`src/rtl/record_if.sv`:
```
// SRAM write-port bundle for the audio recorder: address, data and the
// active-low strobes. The recorder drives it through the master modport.
interface record_if #(
  parameter int ADDR_W = 20,
  parameter int DATA_W = 16
);
  logic [ADDR_W-1:0] o_sram_addr;
  logic [DATA_W-1:0] o_sram_dq;
  logic              o_sram_we_n;
  logic              o_sram_ce_n;
  logic              o_sram_oe_n;
  logic              o_sram_lb_n;
  logic              o_sram_ub_n;

  modport master (
    output o_sram_addr, o_sram_dq, o_sram_we_n, o_sram_ce_n,
           o_sram_oe_n, o_sram_lb_n, o_sram_ub_n
  );

  modport slave (
    input  o_sram_addr, o_sram_dq, o_sram_we_n, o_sram_ce_n,
           o_sram_oe_n, o_sram_lb_n, o_sram_ub_n
  );
endinterface

```
`src/rtl/record.sv`:
```
// I2S left-channel recorder: captures one sample per ADC frame and writes it to
// consecutive SRAM addresses. Define RECORD_PEAK_EN to add the o_peak tracker.
module record #(
  parameter int ADDR_W = 20,
  parameter int DATA_W = 16
) (
  input  logic              i_clk,
  input  logic              i_rst_n,
  input  logic              i_start,
  input  logic              i_pause,
  input  logic              i_stop,
  input  logic [ADDR_W-1:0] i_start_addr,
  input  logic              i_ADCLRC,
  input  logic              i_ADCDAT,
  record_if.master          sram,
  output logic [ADDR_W-1:0] o_end_addr,
  output logic              o_finish,
  output logic [2:0]        o_state
`ifdef RECORD_PEAK_EN
  ,
  output logic [DATA_W-2:0] o_peak
`endif
);

  typedef enum logic [2:0] {
    IDLE     = 3'd0,
    WAIT_LRC = 3'd1,
    SHIFT    = 3'd2,
    WRITE    = 3'd3,
    PAUSED   = 3'd4,
    DONE     = 3'd5
  } state_t;

  localparam int                CNT_W    = $clog2(DATA_W);
  localparam logic [CNT_W-1:0]  LAST_BIT = CNT_W'(DATA_W - 1);
  localparam logic [ADDR_W-1:0] ADDR_MAX = '1;

  state_t            state;
  logic              lrc_q;
  logic [DATA_W-1:0] shreg;
  logic [CNT_W-1:0]  bit_cnt;
  logic              pend;
  logic [ADDR_W-1:0] addr_q;
  logic [DATA_W-1:0] dq_q;
  logic              we_n_q;
  logic              ce_n_q;
  logic [ADDR_W-1:0] end_addr_q;
  logic              finish_q;

  logic              lrc_fall;
  logic [DATA_W-1:0] sample_nxt;

  assign lrc_fall   = lrc_q & ~i_ADCLRC;
  assign sample_nxt = {shreg[DATA_W-2:0], i_ADCDAT};

  assign sram.o_sram_addr = addr_q;
  assign sram.o_sram_dq   = dq_q;
  assign sram.o_sram_we_n = we_n_q;
  assign sram.o_sram_ce_n = ce_n_q;
  assign sram.o_sram_lb_n = ce_n_q;
  assign sram.o_sram_ub_n = ce_n_q;
  assign sram.o_sram_oe_n = 1'b1;   // write-only port, outputs never enabled
  assign o_end_addr       = end_addr_q;
  assign o_finish         = finish_q;
  assign o_state          = state;

  // NOTE: every register here is state, so it is written with <= only; blocking
  // assignments would let later statements see the new value mid-edge.
  always_ff @(posedge i_clk or negedge i_rst_n) begin
    if (!i_rst_n) begin
      state      <= IDLE;
      lrc_q      <= 1'b0;
      shreg      <= '0;
      bit_cnt    <= '0;
      pend       <= 1'b0;
      addr_q     <= '0;
      dq_q       <= '0;
      we_n_q     <= 1'b1;
      ce_n_q     <= 1'b1;
      end_addr_q <= '0;
      finish_q   <= 1'b0;
    end else begin
      lrc_q    <= i_ADCLRC;
      finish_q <= 1'b0;
      case (state)
        IDLE: begin
          if (i_start && !i_stop) begin
            state  <= WAIT_LRC;
            addr_q <= i_start_addr;
            pend   <= 1'b0;
            ce_n_q <= 1'b0;
          end
        end
        WAIT_LRC: begin
          if (i_stop) begin
            state    <= DONE;
            finish_q <= 1'b1;
          end else if (i_pause) begin
            state <= PAUSED;
          end else if (lrc_fall) begin
            // The falling-edge cycle is the I2S delay slot: no bit yet.
            state   <= SHIFT;
            bit_cnt <= '0;
          end
        end
        SHIFT: begin
          if (i_stop) begin
            state    <= DONE;
            finish_q <= 1'b1;
          end else begin
            shreg   <= sample_nxt;
            bit_cnt <= bit_cnt + 1'b1;
            if (i_pause) pend <= 1'b1;
            if (bit_cnt == LAST_BIT) begin
              state  <= WRITE;
              we_n_q <= 1'b0;
              dq_q   <= sample_nxt;
            end
          end
        end
        WRITE: begin
          we_n_q     <= 1'b1;
          end_addr_q <= addr_q;
          if (addr_q != ADDR_MAX) addr_q <= addr_q + 1'b1;
          if (i_stop || addr_q == ADDR_MAX) begin
            state    <= DONE;
            finish_q <= 1'b1;
          end else if (pend || i_pause) begin
            state <= PAUSED;
            pend  <= 1'b0;
          end else begin
            state <= WAIT_LRC;
          end
        end
        PAUSED: begin
          if (i_stop) begin
            state    <= DONE;
            finish_q <= 1'b1;
          end else if (i_start || i_pause) begin
            state <= WAIT_LRC;
          end
        end
        DONE: begin
          state  <= IDLE;
          ce_n_q <= 1'b1;
          pend   <= 1'b0;
        end
        default: begin
          state  <= IDLE;
          ce_n_q <= 1'b1;
        end
      endcase
    end
  end

`ifdef RECORD_PEAK_EN
  logic [DATA_W-1:0] neg;
  logic [DATA_W-2:0] mag;
  logic [DATA_W-2:0] peak_q;

  // Magnitude of the sample being written; the most negative code saturates.
  always_comb begin
    neg = -dq_q;
    mag = dq_q[DATA_W-2:0];
    if (dq_q[DATA_W-1]) begin
      if (dq_q[DATA_W-2:0] == '0) mag = '1;
      else                        mag = neg[DATA_W-2:0];
    end
  end

  always_ff @(posedge i_clk or negedge i_rst_n) begin
    if (!i_rst_n) begin
      peak_q <= '0;
    end else if (state == IDLE && i_start && !i_stop) begin
      peak_q <= '0;
    end else if (state == WRITE && mag > peak_q) begin
      peak_q <= mag;
    end
  end

  assign o_peak = peak_q;
`endif

endmodule

```
`src/flat_wrapper.sv`:
```
// flat-port wrapper written by rule: the top's interface ports become plain ports
module record_flat 
#(
  parameter int ADDR_W = 20,
  parameter int DATA_W = 16
)
  (i_clk, i_rst_n, i_start, i_pause, i_stop, i_start_addr, i_ADCLRC, i_ADCDAT, o_end_addr, o_finish, o_state, sram_o_sram_addr, sram_o_sram_dq, sram_o_sram_we_n, sram_o_sram_ce_n, sram_o_sram_oe_n, sram_o_sram_lb_n, sram_o_sram_ub_n);
  record_if #(.ADDR_W(ADDR_W), .DATA_W(DATA_W)) sram_i ();
  input  logic i_clk;
  input  logic i_rst_n;
  input  logic i_start;
  input  logic i_pause;
  input  logic i_stop;
  input  logic [ADDR_W-1:0] i_start_addr;
  input  logic i_ADCLRC;
  input  logic i_ADCDAT;
  output logic [ADDR_W-1:0] o_end_addr;
  output logic o_finish;
  output logic [2:0] o_state;
  output wire logic [$bits(sram_i.o_sram_addr)-1:0] sram_o_sram_addr;
  output wire logic [$bits(sram_i.o_sram_dq)-1:0] sram_o_sram_dq;
  output wire logic [$bits(sram_i.o_sram_we_n)-1:0] sram_o_sram_we_n;
  output wire logic [$bits(sram_i.o_sram_ce_n)-1:0] sram_o_sram_ce_n;
  output wire logic [$bits(sram_i.o_sram_oe_n)-1:0] sram_o_sram_oe_n;
  output wire logic [$bits(sram_i.o_sram_lb_n)-1:0] sram_o_sram_lb_n;
  output wire logic [$bits(sram_i.o_sram_ub_n)-1:0] sram_o_sram_ub_n;
  assign sram_o_sram_addr = sram_i.o_sram_addr;
  assign sram_o_sram_dq = sram_i.o_sram_dq;
  assign sram_o_sram_we_n = sram_i.o_sram_we_n;
  assign sram_o_sram_ce_n = sram_i.o_sram_ce_n;
  assign sram_o_sram_oe_n = sram_i.o_sram_oe_n;
  assign sram_o_sram_lb_n = sram_i.o_sram_lb_n;
  assign sram_o_sram_ub_n = sram_i.o_sram_ub_n;
  record #(.ADDR_W(ADDR_W), .DATA_W(DATA_W)) u_core (.i_clk(i_clk), .i_rst_n(i_rst_n), .i_start(i_start), .i_pause(i_pause), .i_stop(i_stop), .i_start_addr(i_start_addr), .i_ADCLRC(i_ADCLRC), .i_ADCDAT(i_ADCDAT), .sram(sram_i), .o_end_addr(o_end_addr), .o_finish(o_finish), .o_state(o_state));
endmodule
```
`config.mk`:
```
export PLATFORM = sky130hd
export DESIGN_NAME = record_flat
export DESIGN_NICKNAME = d
export VERILOG_FILES = /design/src/rtl/record_if.sv /design/src/rtl/record.sv /design/src/flat_wrapper.sv
export SDC_FILE = /design/constraint.sdc
export NUM_CORES = 1
export LEC_CHECK = 0
export BUFFER_PORTS_ARGS = -buffer_cell sky130_fd_sc_hd__buf_2
export CAP_MARGIN = 20
export CELL_PAD_IN_SITES_DETAIL_PLACEMENT = 2
export CELL_PAD_IN_SITES_GLOBAL_PLACEMENT = 2
export CORE_ASPECT_RATIO = 1.4
export CORE_MARGIN = 2
export CORE_UTILIZATION = 33
export CTS_CLUSTER_DIAMETER = 150
export DETAILED_ROUTE_END_ITERATION = 10
export GPL_TIMING_DRIVEN = 0
export PLACE_DENSITY = 0.77
export SKIP_LAST_GASP = 1
export SYNTH_ARGS = -nofsm -noshare
export SYNTH_HDL_FRONTEND = slang
export SYNTH_SLANG_ARGS = --single-unit
```
`constraint.sdc`:
```
create_clock -name i_clk -period 3.2 [get_ports i_clk]
set_clock_uncertainty 0.15 [all_clocks]
set_input_delay 0.48 -clock i_clk [delete_from_list [all_inputs] [get_ports i_clk]]
set_output_delay 0.48 -clock i_clk [all_outputs]
set_load 0.03 [all_outputs]
```
# Word level (Yosys, flattened, before mapping)

Cells that the tools add are included.

Flip-flop bits (word level): 83
Input port bits: 27
Output and inout port bits: 65
Logic and storage cells: 90

Add/sub/neg operators: 2
Eq/ne operators: 21
Muxes and demuxes: 32
Bitwise gates (word level): 4
Reductions and logical operators: 20

Operators with widths:

| cell                    | count |
|---|---|
| $mux W20                | 2 |
| $pmux W20 S2            | 1 |
| $mux W3                 | 10 |
| $add A20 B1 Y20 const B | 1 |
| $eq A20 B20 Y1 const B  | 1 |
| $ne A20 B20 Y1 const B  | 1 |
| $mux W4                 | 4 |
| $pmux W3 S5             | 1 |
| $ne A2 B1 Y1 const B    | 5 |
| $ne A2 B2 Y1 const B    | 5 |
| $mux W1                 | 9 |
| $reduce_and A3 Y1       | 3 |
| $pmux W4 S2             | 1 |
| $eq A3 B2 Y1 const B    | 2 |
| $eq A3 B3 Y1 const B    | 2 |
| $ne A3 B2 Y1 const B    | 2 |
| $pmux W1 S2             | 3 |
| $reduce_and A6 Y1       | 1 |
| $reduce_bool A2 Y1      | 3 |
| $reduce_and A5 Y1       | 1 |
| $add A4 B1 Y4 const B   | 1 |
| $eq A4 B4 Y1 const B    | 1 |
| $ne A4 B3 Y1 const B    | 1 |
| $pmux W1 S4             | 1 |
| other kinds (12)        | 17 |

# Longest topological paths before layout

Word-level depth: 6
Gate-level depth with buffers: 8
Depth with buffers taken out: 6

# Worst setup path after synthesis

Ideal clock, no wire load.

Path type: register -> register
Start point: reg u_core.addr_q[0] (netlist: u_core.sram.o_sram_addr[0])
End point: reg u_core.addr_q[10] (netlist: u_core.sram.o_sram_addr[10])
Library setup time: 0.126 ns
Arrival time: 2.148 ns
Data required time: 2.924 ns
Slack: 0.776 ns
Stages on the path, launching flop included: 7
Buffers on the path: 0
Clock period less this slack: 2.424 ns
Cells stage by stage: dfrtp_1 > ha_1 > nand3_1 > or4_4 > nor2_1 > nor3_1 > o32a_1

Cells in the longest elaborated chain, start to end: 3
Elaborated cells on any way between the ends: 6
Classes of those cells: add/sub: 1; eq/ne: 2; mux: 2; reduce/logical: 1

Ends and longest elaborated chain:

| element                                           | RTL line      | RTL |
|---|---|---|
| from (decl)                                       | record.sv:43  | `logic [ADDR_W-1:0] addr_q;` |
| from (signal assigned)                            | record.sv:89  | `addr_q <= i_start_addr;` |
| from (signal assigned)                            | record.sv:124 | `if (addr_q != ADDR_MAX) addr_q <= addr_q + 1'b1;` |
| $add A20 B1 Y20 or $ne A20 B20 Y1 (tied branches) | record.sv:124 |  |
| $mux W20 or $ne A2 B1 Y1 (tied branches)          | --            |  |
| $pmux W20 S2 or $reduce_and A3 Y1 (tied branches) | --            |  |

Parallel ways exist; a longest one is shown, timed or not. The select of a mux whose other input is x is not followed.
A chain may end at the register's enable or synchronous reset.

# Worst setup path after layout

Ends and elaborated chain as after synthesis.

==> qor.json <==
{
  "power.density_cell_area": {"value": 857, "unit": "nW/um^2"},
  "clock-sinks": {"value": 83},
  "ys_warn_count": {"value": 0},
  "first_pass_grt_wire_length": {"value": 20400, "unit": "um"},
  "post-route-drc-count": {"value": 0},
  "post_cts_setup_repair_bufs": {"value": 0},
  "synth_async_sr_flop_share": {"value": 1.00},
  "chipHeight": {"value": 133, "unit": "um"},
  "endpoint_kind_of_the_worst_setup_timing_path": {"value": "register"},
  "tritonroute_pass_1_iters": {"value": 4},
  "antenna_found_initial": {"value": 0},
  "critical_path.slowest_cell": {"value": "sky130_fd_sc_hd__or4_4"},
  "timing.critical_path.cells": {"value": "ha_1 > nand3_1 > or4_4 > nor2_1 > nor3_1 > o32a_1"},
  "synthesis.area": {"value": 3950, "unit": "um^2"},
  "timing.setup.tns": {"value": 0, "unit": "ns"},
  "place.port_buffers": {"value": 89},
  "detail_route.iter0.violations": {"value": 121},
  "wl_per_cell": {"value": 19.6, "unit": "um"},
  "cpLargestDelayFamily": {"value": "simple AND/OR/NAND/NOR gates"},
  "fillers": {"value": 1325},
  "timing.max_slew.rel_slack": {"value": 0.458},
  "max-cap-violations": {"value": 0},
  "vias_in_the_first_global_route": {"value": 3862},
  "start_kind": {"value": "register"},
  "fmax": {"value": 358, "unit": "MHz"},
  "cp_max_fo": {"value": 8},
  "least_margin_pin_slew": {"value": 0.809, "unit": "ns"},
  "seq_area": {"value": 2080, "unit": "um^2"},
  "timing_max_transition_violations_final": {"value": 0},
  "totalWireLength": {"value": 12700, "unit": "um"},
  "cp.buffers_inverters": {"value": 0},
  "grt_max_degree": {"value": 57},
  "tritoncts": {"value": "yes"},
  "initial_core_util": {"value": 0.336},
  "drtAntennaViolNets": {"value": 0},
  "run_status": {"value": "completed"},
  "layout.nets": {"value": 524},
  "flow.area_growth_from_synthesis": {"value": 24.6, "unit": "%"},
  "vdd_ir_drop_max": {"value": 0.317, "unit": "mV"},
  "route.vias.total": {"value": 3443},
  "post-route-period-util": {"value": 0.874},
  "pre_cts_worst_setup_slack": {"value": 0.420, "unit": "ns"},
  "global_route.overflow_total": {"value": 0},
  "vias_per_cell": {"value": 5.32},
  "clk_path_buf_depth": {"value": 2},
  "multi_input_comb_area": {"value": 1700, "unit": "um^2"},
  "gp_congestion": {"value": 0.808},
  "final_layout_size_suffix_gt1_frac": {"value": 0.314},
  "static-leakage-power": {"value": 2.45, "unit": "nW"},
  "antenna_cells": {"value": 0},
  "num_io_pins": {"value": 92},
  "yosysUniqueCellTypes": {"value": 57},
  "rows": {"value": 47},
  "design.die.area": {"value": 12900, "unit": "um^2"},
  "synth_cells": {"value": 393},
  "cts-root-buf": {"value": "sky130_fd_sc_hd__clkbuf_16"},
  "classification_of_the_worst_slack_hold_path": {"value": "input pin to register"},
  "fin_crit_period": {"value": 2.80, "unit": "ns"},
  "synthesis.area_per_instance": {"value": 10.1, "unit": "um^2"},
  "crit_type": {"value": "register to register"},
  "place.detailed.hpwl": {"value": 9440, "unit": "um"},
  "ys_dominant_reg_cell": {"value": "sky130_fd_sc_hd__dfrtp_1"},
  "timing.final.hold_violations": {"value": 0},
  "grt_setup_unrepaired": {"value": "false"},
  "fp.coreArea": {"value": 11800, "unit": "um^2"},
  "worstPathRequired": {"value": 3.27, "unit": "ns"},
  "arrival": {"value": 2.86, "unit": "ns"},
  "critical_path.max_stage_delay": {"value": 0.67, "unit": "ns"},
  "synthesis.nets": {"value": 422},
  "clk_pin_slew_worst_paths": {"value": 0.06, "unit": "ns"},
  "cts-buffers-inserted": {"value": 9},
  "synth_enable_flop_cells": {"value": 0},
  "grt_usage": {"value": 0.207},
  "postLayoutSetupSlackWorst": {"value": 0.405, "unit": "ns"},
  "insertion_delay": {"value": 0.34, "unit": "ns"},
  "synth-seq-area-share": {"value": 0.526},
  "timing.final.setup_violations": {"value": 0},
  "die_width": {"value": 96.5, "unit": "um"},
  "htreeDepth": {"value": 3},
  "yosys_register_bits": {"value": 83}
}
## cells in the mapped netlist (all sizes together), types with 2 or more instances
library cell | n | area (um^2)
a21oi | 22 | 110
and3 | 2 | 12.5
a31oi | 6 | 37.5
dfstp | 2 | 52.6
o211ai | 4 | 30.0
and4 | 3 | 26.3
a22o | 3 | 26.3
mux2 | 32 | 360
dfrtp | 81 | 2030
buf | 12 | 87.6
inv | 6 | 22.5
nor4 | 3 | 18.8
o22a | 2 | 17.5
nand4 | 11 | 68.8
clkbuf | 17 | 65.1
nand3 | 14 | 70.1
nor3 | 4 | 31.3
ha | 2 | 25.0
nor2 | 21 | 78.8
or3 | 2 | 12.5
a21o | 4 | 30.0
a41oi | 3 | 45.1
o311ai | 2 | 17.5
and2 | 2 | 12.5
nor2b | 2 | 12.5
o21ai | 19 | 95.1
nand2 | 83 | 312
o22ai | 5 | 31.3
a2bb2oi | 3 | 26.3
## area by class of cell
type                            instances  area share
Multi-Input combinational cell        275       0.345
Buffer                                 29      0.0310
Tap cell                              147      0.0373
Clock buffer                           11      0.0493
Clock inverter                          5      0.0124
Timing Repair Buffer                   91      0.0986
Inverter                                6     0.00457
Sequential cell                        83       0.422
## layer usage
layer | global-route usage | wire [um] | part of all wire
met2 | 0.378 | 7090 | 0.56
met3 | 0.0549 | 719 | 0.057
met4 | 0.0556 | 209 | 0.016
met5 | 0 | 0 | 0
met1 | 0.232 | 4670 | 0.37
## cells by family (layout without fill, tap and decap cells)
family,after synthesis,count (layout),share of synthesized area
and+or+nand+nor,154,154,0.181
buffers and inverters,35,142,0.0443
adders and majority gates,2,2,0.00633
DFF,83,83,0.526
xor gates and xnor gates,1,1,0.00222
muxes,33,33,0.0937
other,1,1,0.000949
AOI/OAI and AO/OA,84,84,0.146
## sequential cells by signal, summed over array words and instances (netlist names)
register                 flops
u_core.lrc_q                 1
u_core.sram.o_sram_we_n      1
u_core.sram.o_sram_dq       16
u_core.o_end_addr           20
u_core.shreg                15
u_core.bit_cnt               4
u_core.sram.o_sram_addr     20
u_core.o_state               3
u_core.sram.o_sram_ce_n      1
u_core.pend                  1
u_core.o_finish              1
## layout by cell type, fill, tap and decap left out, drive strengths merged, types with 2 or more instances in the layout
cell and instances:
nand3 14, nor2 21, a21oi 22, nor2b 2, nand4 11, o21ai 19
o22ai 5, nor3 4, buf 102, o211ai 4, a41oi 3, clkbuf 28
a31oi 6, ha 2, inv 7, clkinv 3, mux2 32, nand2 83
a2bb2oi 3, dfstp 2, and3 2, o311ai 2, and4 3, and2 2
or3 2, nor4 3, dfrtp 81, o22a 2, a22o 3, a21o 4
## stage by stage
stage	power [mW]	instances	cell area, um^2	utilization	hold slack (ns)
floorplan	2.62	393	3950	-	0.0344
global placement	3.10	629	4580	0.390	0.304
detailed placement	3.19	630	4610	0.392	0.281
CTS	4.28	647	4930	0.419	0.117
global route	4.49	647	4930	0.419	0.125
finish	4.22	647	4930	0.419	0.129
## final timing paths
kind | from | end | slack [ns] | cells past startpoint
worst max-delay path | u_core.sram.o_sram_addr[0]$_DFFE_PN0P_ | u_core.sram.o_sram_addr[10]$_DFFE_PN0P_ | 0.40 | 6
worst min-delay path | i_ADCLRC | u_core.lrc_q$_DFF_PN0_ | 0.13 | 1
worst max register to register | u_core.sram.o_sram_addr[0]$_DFFE_PN0P_ | u_core.sram.o_sram_addr[10]$_DFFE_PN0P_ | 0.40 | 6
worst min register to register | u_core.o_end_addr[2]$_DFFE_PN0P_ | u_core.o_end_addr[2]$_DFFE_PN0P_ | 0.32 | 2
max in group asynchronous | i_rst_n | u_core.sram.o_sram_we_n$_DFFE_PN1P_ | 1.78 | 3
min in group asynchronous | i_rst_n | u_core.o_finish$_DFF_PN0_ | 0.46 | 2
## report_power, final
part / leakage [nW] / switching, mW / internal, mW / total [mW]
Combinational: 1.21 / 1.08 / 0.495 / 1.57
Sequential: 1.08 / 0.278 / 1.31 / 1.59
Clock: 0.150 / 0.429 / 0.631 / 1.06
Total: 2.45 / 1.79 / 2.44 / 4.22
## what timing repair did
| item | in CTS | in global routing |
|---|---|---|
| hold endpoints to repair | 26 | 0 |
| hold buffers | 1 | 0 |
| resized for setup | 0 | 0 |
Power figures use the tool's default switching activity.
